--- src/rtl/multi_cycle_ctrl_pkg.sv ---
// Shared definitions for the multi-cycle MIPS controller.
// Holds the state encodings, the supported opcode/funct values and the ALU
// operation codes, plus a helper that says whether an instruction is
// implemented. Every file that needs these imports this package; nothing
// redefines them locally.
package multi_cycle_ctrl_pkg;

  // Controller states (4-bit encoding, visible on the State debug port)
  localparam logic [3:0] S_FETCH  = 4'd0;
  localparam logic [3:0] S_DECODE = 4'd1;
  localparam logic [3:0] S_MEMADR = 4'd2;
  localparam logic [3:0] S_MEMRD  = 4'd3;
  localparam logic [3:0] S_MEMWB  = 4'd4;
  localparam logic [3:0] S_MEMWR  = 4'd5;
  localparam logic [3:0] S_EXEC   = 4'd6;
  localparam logic [3:0] S_RWB    = 4'd7;
  localparam logic [3:0] S_BRANCH = 4'd8;
  localparam logic [3:0] S_JUMP   = 4'd9;

  // Opcodes (instruction[31:26])
  localparam logic [5:0] OP_RTYPE = 6'b000000;
  localparam logic [5:0] OP_ORI   = 6'b001101;
  localparam logic [5:0] OP_LW    = 6'b100011;
  localparam logic [5:0] OP_SW    = 6'b101011;
  localparam logic [5:0] OP_BEQ   = 6'b000100;
  localparam logic [5:0] OP_J     = 6'b000010;

  // R-type function codes (instruction[5:0])
  localparam logic [5:0] FUNCT_ADDU = 6'b100001;
  localparam logic [5:0] FUNCT_SUBU = 6'b100011;

  // ALU operation codes
  localparam logic [1:0] ALU_ADD_OP = 2'b00;
  localparam logic [1:0] ALU_SUB_OP = 2'b01;
  localparam logic [1:0] ALU_OR_OP  = 2'b10;

  // True when the opcode/funct pair is one the controller implements.
  function automatic logic is_legal(input logic [5:0] op, input logic [5:0] funct);
    logic ok;
    ok = 1'b0;
    case (op)
      OP_RTYPE: ok = (funct == FUNCT_ADDU) || (funct == FUNCT_SUBU);
      OP_ORI, OP_LW, OP_SW, OP_BEQ, OP_J: ok = 1'b1;
      default: ok = 1'b0;
    endcase
    return ok;
  endfunction

endpackage

--- src/rtl/multi_cycle_ctrl.sv ---
// Multi-cycle MIPS controller sequencing one shared ALU and one shared memory.
// Supports addu, subu, ori, lw, sw, beq and j; any other instruction is
// flagged with a one-cycle Illegal pulse in DECODE and dropped.
//
// Ports:
//   clk, rst_n            clock, asynchronous active-low reset
//   Op, Funct, Zero       instruction fields held in the IR, ALU zero flag
//   MemReady              memory access completes this cycle
//   PCWr .. ALUOp         datapath control strobes and mux selects
//   Illegal               one-cycle pulse when an unsupported op is decoded
//   InstrCnt              retired-instruction counter (wraps silently)
//   State                 current state, for debug
module multi_cycle_ctrl
  import multi_cycle_ctrl_pkg::*;
(
  input  logic        clk,
  input  logic        rst_n,
  input  logic [5:0]  Op,
  input  logic [5:0]  Funct,
  input  logic        Zero,
  input  logic        MemReady,
  output logic        PCWr,
  output logic        IRWr,
  output logic        RegWr,
  output logic        MemRd,
  output logic        MemWr,
  output logic        IorD,
  output logic        RegDst,
  output logic        MemToReg,
  output logic        ALUSrcA,
  output logic [1:0]  ALUSrcB,
  output logic [1:0]  PCSource,
  output logic        ExtOp,
  output logic [1:0]  ALUOp,
  output logic        Illegal,
  output logic [31:0] InstrCnt,
  output logic [3:0]  State
);

  logic [3:0]  state;
  logic [3:0]  state_next;
  logic [31:0] instr_cnt;
  logic        retire;

  // An instruction retires on the edge that takes us back to FETCH from a
  // completing state; illegal ops leave DECODE without retiring.
  assign retire = (state == S_MEMWB) || (state == S_RWB) ||
                  (state == S_BRANCH) || (state == S_JUMP) ||
                  ((state == S_MEMWR) && MemReady);

  always_ff @(posedge clk or negedge rst_n) begin
    if (!rst_n) begin
      state     <= S_FETCH;
      instr_cnt <= 32'd0;
    end else begin
      state <= state_next;
      if (retire)
        instr_cnt <= instr_cnt + 32'd1;
    end
  end

  assign State    = state;
  assign InstrCnt = instr_cnt;

  // Next-state logic
  always_comb begin
    state_next = S_FETCH;
    case (state)
      S_FETCH:  state_next = MemReady ? S_DECODE : S_FETCH;
      S_DECODE: begin
        if (!is_legal(Op, Funct))
          state_next = S_FETCH;
        else begin
          case (Op)
            OP_LW, OP_SW:     state_next = S_MEMADR;
            OP_RTYPE, OP_ORI: state_next = S_EXEC;
            OP_BEQ:           state_next = S_BRANCH;
            OP_J:             state_next = S_JUMP;
            default:          state_next = S_FETCH;
          endcase
        end
      end
      S_MEMADR: state_next = (Op == OP_LW) ? S_MEMRD : S_MEMWR;
      S_MEMRD:  state_next = MemReady ? S_MEMWB : S_MEMRD;
      S_MEMWR:  state_next = MemReady ? S_FETCH : S_MEMWR;
      S_EXEC:   state_next = S_RWB;
      S_MEMWB, S_RWB, S_BRANCH, S_JUMP: state_next = S_FETCH;
      default:  state_next = S_FETCH;
    endcase
  end

  // Output decode. Everything defaults to 0 and stays 0 while rst_n is low,
  // so the datapath sees no strobes even though the state sits in FETCH.
  always_comb begin
    PCWr     = 1'b0;
    IRWr     = 1'b0;
    RegWr    = 1'b0;
    MemRd    = 1'b0;
    MemWr    = 1'b0;
    IorD     = 1'b0;
    RegDst   = 1'b0;
    MemToReg = 1'b0;
    ALUSrcA  = 1'b0;
    ALUSrcB  = 2'b00;
    PCSource = 2'b00;
    ExtOp    = 1'b0;
    ALUOp    = 2'b00;
    Illegal  = 1'b0;
    if (rst_n) begin
      case (state)
        S_FETCH: begin
          MemRd    = 1'b1;
          ALUSrcB  = 2'b01;
          ALUOp    = ALU_ADD_OP;
          PCSource = 2'b00;
          // PC+4 and IR load only when the instruction word has arrived
          IRWr     = MemReady;
          PCWr     = MemReady;
        end
        S_DECODE: begin
          // Precompute the branch target while the op is being decoded
          ALUSrcB = 2'b11;
          ALUOp   = ALU_ADD_OP;
          ExtOp   = 1'b1;
          Illegal = !is_legal(Op, Funct);
        end
        S_MEMADR: begin
          ALUSrcA = 1'b1;
          ALUSrcB = 2'b10;
          ExtOp   = 1'b1;
          ALUOp   = ALU_ADD_OP;
        end
        S_MEMRD: begin
          MemRd = 1'b1;
          IorD  = 1'b1;
        end
        S_MEMWR: begin
          MemWr = 1'b1;
          IorD  = 1'b1;
        end
        S_MEMWB: begin
          RegWr    = 1'b1;
          MemToReg = 1'b1;
        end
        S_EXEC, S_RWB: begin
          // RWB keeps the ALU set up as in EXEC so the result stays stable
          ALUSrcA = 1'b1;
          if (Op == OP_RTYPE) begin
            ALUSrcB = 2'b00;
            ALUOp   = (Funct == FUNCT_SUBU) ? ALU_SUB_OP : ALU_ADD_OP;
          end else begin
            ALUSrcB = 2'b10;
            ExtOp   = 1'b0;
            ALUOp   = ALU_OR_OP;
          end
          if (state == S_RWB) begin
            RegWr  = 1'b1;
            RegDst = (Op == OP_RTYPE);
          end
        end
        S_BRANCH: begin
          ALUSrcA  = 1'b1;
          ALUSrcB  = 2'b00;
          ALUOp    = ALU_SUB_OP;
          PCSource = 2'b01;
          PCWr     = Zero;
        end
        S_JUMP: begin
          PCWr     = 1'b1;
          PCSource = 2'b10;
        end
        default: ;
      endcase
    end
  end

endmodule
--- config.mk ---
export PLATFORM = sky130hd
export DESIGN_NAME = multi_cycle_ctrl
export DESIGN_NICKNAME = d
export VERILOG_FILES = /design/src/rtl/multi_cycle_ctrl_pkg.sv /design/src/rtl/multi_cycle_ctrl.sv
export SDC_FILE = /design/constraint.sdc
export NUM_CORES = 1
export LEC_CHECK = 0
export BUFFER_PORTS_ARGS = -buffer_cell sky130_fd_sc_hd__buf_2
export CAP_MARGIN = 10
export CORE_UTILIZATION = 45
export DETAILED_ROUTE_END_ITERATION = 7
export GPL_ROUTABILITY_DRIVEN = 0
export MAX_ROUTING_LAYER = met4
export PLACE_DENSITY_LB_ADDON = 0.15
export SETUP_SLACK_MARGIN = 0.3
export SYNTH_ARGS = -nofsm -noshare
export SYNTH_HDL_FRONTEND = slang
export SYNTH_SLANG_ARGS = --single-unit
--- constraint.sdc ---
create_clock -name clk -period 5.09 [get_ports clk]
set_input_delay 1.2725 -clock clk [delete_from_list [all_inputs] [get_ports clk]]
set_output_delay 1.2725 -clock clk [all_outputs]
set_load 0.02 [all_outputs]
==> impl_metrics.yaml <==
synth:
  synth_edf_count: 0
  yosysMostFrequentCell: "dfrtp_1"
  synth_top_area_cell: "dfrtp_1"
  synth_common_cells: "36 x dfrtp_1, 17 x nand2_1, 17 x nor2_1, 17 x xor2_1, 16 x xnor2_1"
  synth_fp_nets: 240
  synth-warning-count: 0
  async_reset_ff_share_pct: 100
  postSynthAreaPerCell_sq_um: 9.72
  synth-seq-area-share_pct: 41.5
  synth_area_leaders: "dfrtp_1 42%, xor2_1 6.9%, xnor2_1 6.5%"
  synth_cell_type_count: 44
  syn_area_sq_mm: 0.00217
  synth_cells: 223
  synth_flop_cell: "dfrtp_1"
  yosysTopAreaCellShare_pct: 41.5
  ys_ff_latch: 36
worst_setup_path:
  startpoint_type: "input pin"
  path_delay_family: "simple AND/OR/NAND/NOR gates"
  crit_path_top_delay_cell: "or3_1"
  crit_arrival_ns: 2.76
  worstSetupEndpointType: "output pin"
  cpMostUsedCell: "buf_2"
  path_cells: "buf_2 -> or3_1 -> nor4_1 -> nand4_1 -> nor2_1 -> o21a_1 -> buf_2"
  reg2reg_from: "State[0]$_DFF_PN0_"
  worst_ep_required_time_ns: 3.82
  criticalPathCategory: "in2out"
  crit_buf_inv: 2
  cp_slowest_stage_delay_ns: 0.38
  cp_max_fo: 6
  worstSetupStartpoint: "Op[1]"
grt:
  grt_usage_pct: 19.2
  overflow: 0
  use_met3_pct: 3.94
  busiest_layer: "met2"
  grt_max_degree: 43
  first_global_vias: 1627
  grt_pass1_wl_microns: 7450
  use_met1_pct: 27.0
  grtUsageMet2_pct: 27.4
  antenna_found_initial: 0
power_and_ir_drop:
  p_leak_nw: 1.32
  power_density_mw_per_mm2: 250
  max-vdd-ir-drop_mv: 0.140
finish:
  nets: 306
  num_antenna_cells: 0
  regArea_sq_um: 901
  multi_input_area_sq_mm: 0.00119
  syn_to_final_growth_pct: 21.1
  drive_gt1_share_pct: 34.1
  fill_cells: 405
die:
  die_w_microns: 71.4
  core_sq_mm: 0.00450
  initial_core_util_pct: 48.1
  num_rows: 24
  die-area_sq_mm: 0.00510
  fp.dieH_microns: 71.4
  io_pins: 69
drt:
  avgViaCountPerCell: 5.20
  drc: 0
  wl_per_cell_microns: 12.7
  via_count: 1780
  drt_wl_total_microns: 4330
  firstDrtPassIters: 4
  drt_first_iter_violations: 145
  drtAntennaViolNets: 0
min_path:
  worst_hold_startpoint: "InstrCnt[31]$_DFFE_PN0P_"
  hold_path.class: "reg2reg"
clock_network:
  clk_pin_slew_ns: 0.06
  h-tree-depth: 2
  clk_path_buf_depth: 2
  clock-sinks: 36
  cts_tree: "built"
  cts_buffers: 5
  cts-root-buf: "clkbuf_8"
  cts_resized: 0
  worstSkewPairLatency_ns: 0.28
  hold_buffers: 0
  post_cts_buffers: 0
placed_design:
  post-place-ws_ns: 1.03
  io_buffer_count: 68
  dp_hpwl_microns: 3150
sta:
  period_needed_ns: 4.04
  post-route-period-util_pct: 79.3
  rsz0062_at_grt: "no"
  hold_viol: 0
  worst_slack_ns: 1.05
  relSlewSlack_pct: 59.2
  fmax_mhz: 248
  slew_viol_final: 0
  setup_viol: 0
  fin_tns_setup_ns: 0
  tightestPinTransition_ns: 0.612
  fin_skew_ns: 0.00965
outcome:
  status: "finished clean"
job:
  drv_cap: 0
flip-flops by register name (all words and copies together), names as in the netlist:
register  flops
InstrCnt     32
State         4
layout make-up:
type / count / area share (%)
Tap cell: 52 / 2.48
Inverter: 8 / 1.14
Clock buffer: 7 / 3.29
Timing Repair Buffer: 69 / 13.2
Clock inverter: 1 / 0.286
Multi-Input combinational cell: 169 / 45.3
Sequential cell: 36 / 34.3
layout by cell type (no fill, tap or decap), types with 2 or more instances in the layout:
| cell type | instances |
|---|---|
| nand3_1 | 11 |
| nand2_1 | 17 |
| or3_1 | 2 |
| buf_2 | 68 |
| dfrtp_1 | 36 |
| nand2b_1 | 5 |
| nand4_1 | 7 |
| xnor2_1 | 16 |
| and2_1 | 4 |
| or2_2 | 3 |
| nor3_1 | 6 |
| nor3b_1 | 2 |
| inv_2 | 2 |
| a21oi_1 | 7 |
| o21ai_0 | 5 |
| nand4b_1 | 2 |
| nor2b_1 | 6 |
| inv_1 | 6 |
| nor2_1 | 17 |
| nor4_1 | 3 |
| clkbuf_8 | 6 |
| xor2_1 | 17 |
| and4_1 | 2 |
| and3_1 | 7 |
| nor3_2 | 10 |
| o2111ai_4 | 2 |
power breakdown:
group / internal [mW] / total (mW) / switching, mW
Combinational: 0.0460 / 0.121 / 0.0746
Sequential: 0.302 / 0.326 / 0.0243
Clock: 0.110 / 0.209 / 0.0993
Total: 0.458 / 0.656 / 0.198
metrics by stage:
stage                     cells  util, %  hold slack, ns  cell area, sq um  power [mW]
after floorplan             223        -           0.578              2170       0.408
after global placement      334     56.2           0.456              2530       0.453
after detailed placement    334     56.2           0.455              2530       0.454
after CTS                   342     58.3           0.475              2630       0.665
after global routing        342     58.3           0.507              2630       0.692
final                       342     58.3           0.470              2630       0.656
cell families (layout without fill, tap and decap cells):
group | after synthesis | after routing | synth area share, %
simple gates | 111 | 111 | 31.1
xor+xnor | 33 | 33 | 13.3
compound gates | 23 | 23 | 9.29
fa+ha+maj | 1 | 1 | 0.577
mux | 1 | 1 | 0.519
flops | 36 | 36 | 41.5
buf+inv | 18 | 85 | 3.64
per-layer routing:
metal	part of all wire [%]	vias to the layer above
met3	4.8	9
li1	-	905
met4	1.7	0
met2	42	55
met1	51	811
met5	0	-
path summary, 6_finish.rpt:
check	endpoint	slack (ns)	cells past startpoint
min reg2reg	InstrCnt[31]$_DFFE_PN0P_	0.47	1
min	InstrCnt[31]$_DFFE_PN0P_	0.47	1
min in group asynchronous	InstrCnt[14]$_DFFE_PN0P_	1.10	2
max in group asynchronous	InstrCnt[24]$_DFFE_PN0P_	3.63	2
max reg2reg	InstrCnt[1]$_DFFE_PN0P_	3.06	3
max	ALUOp[0]	1.05	7
No activity file was read; power rests on OpenSTA's default activity.
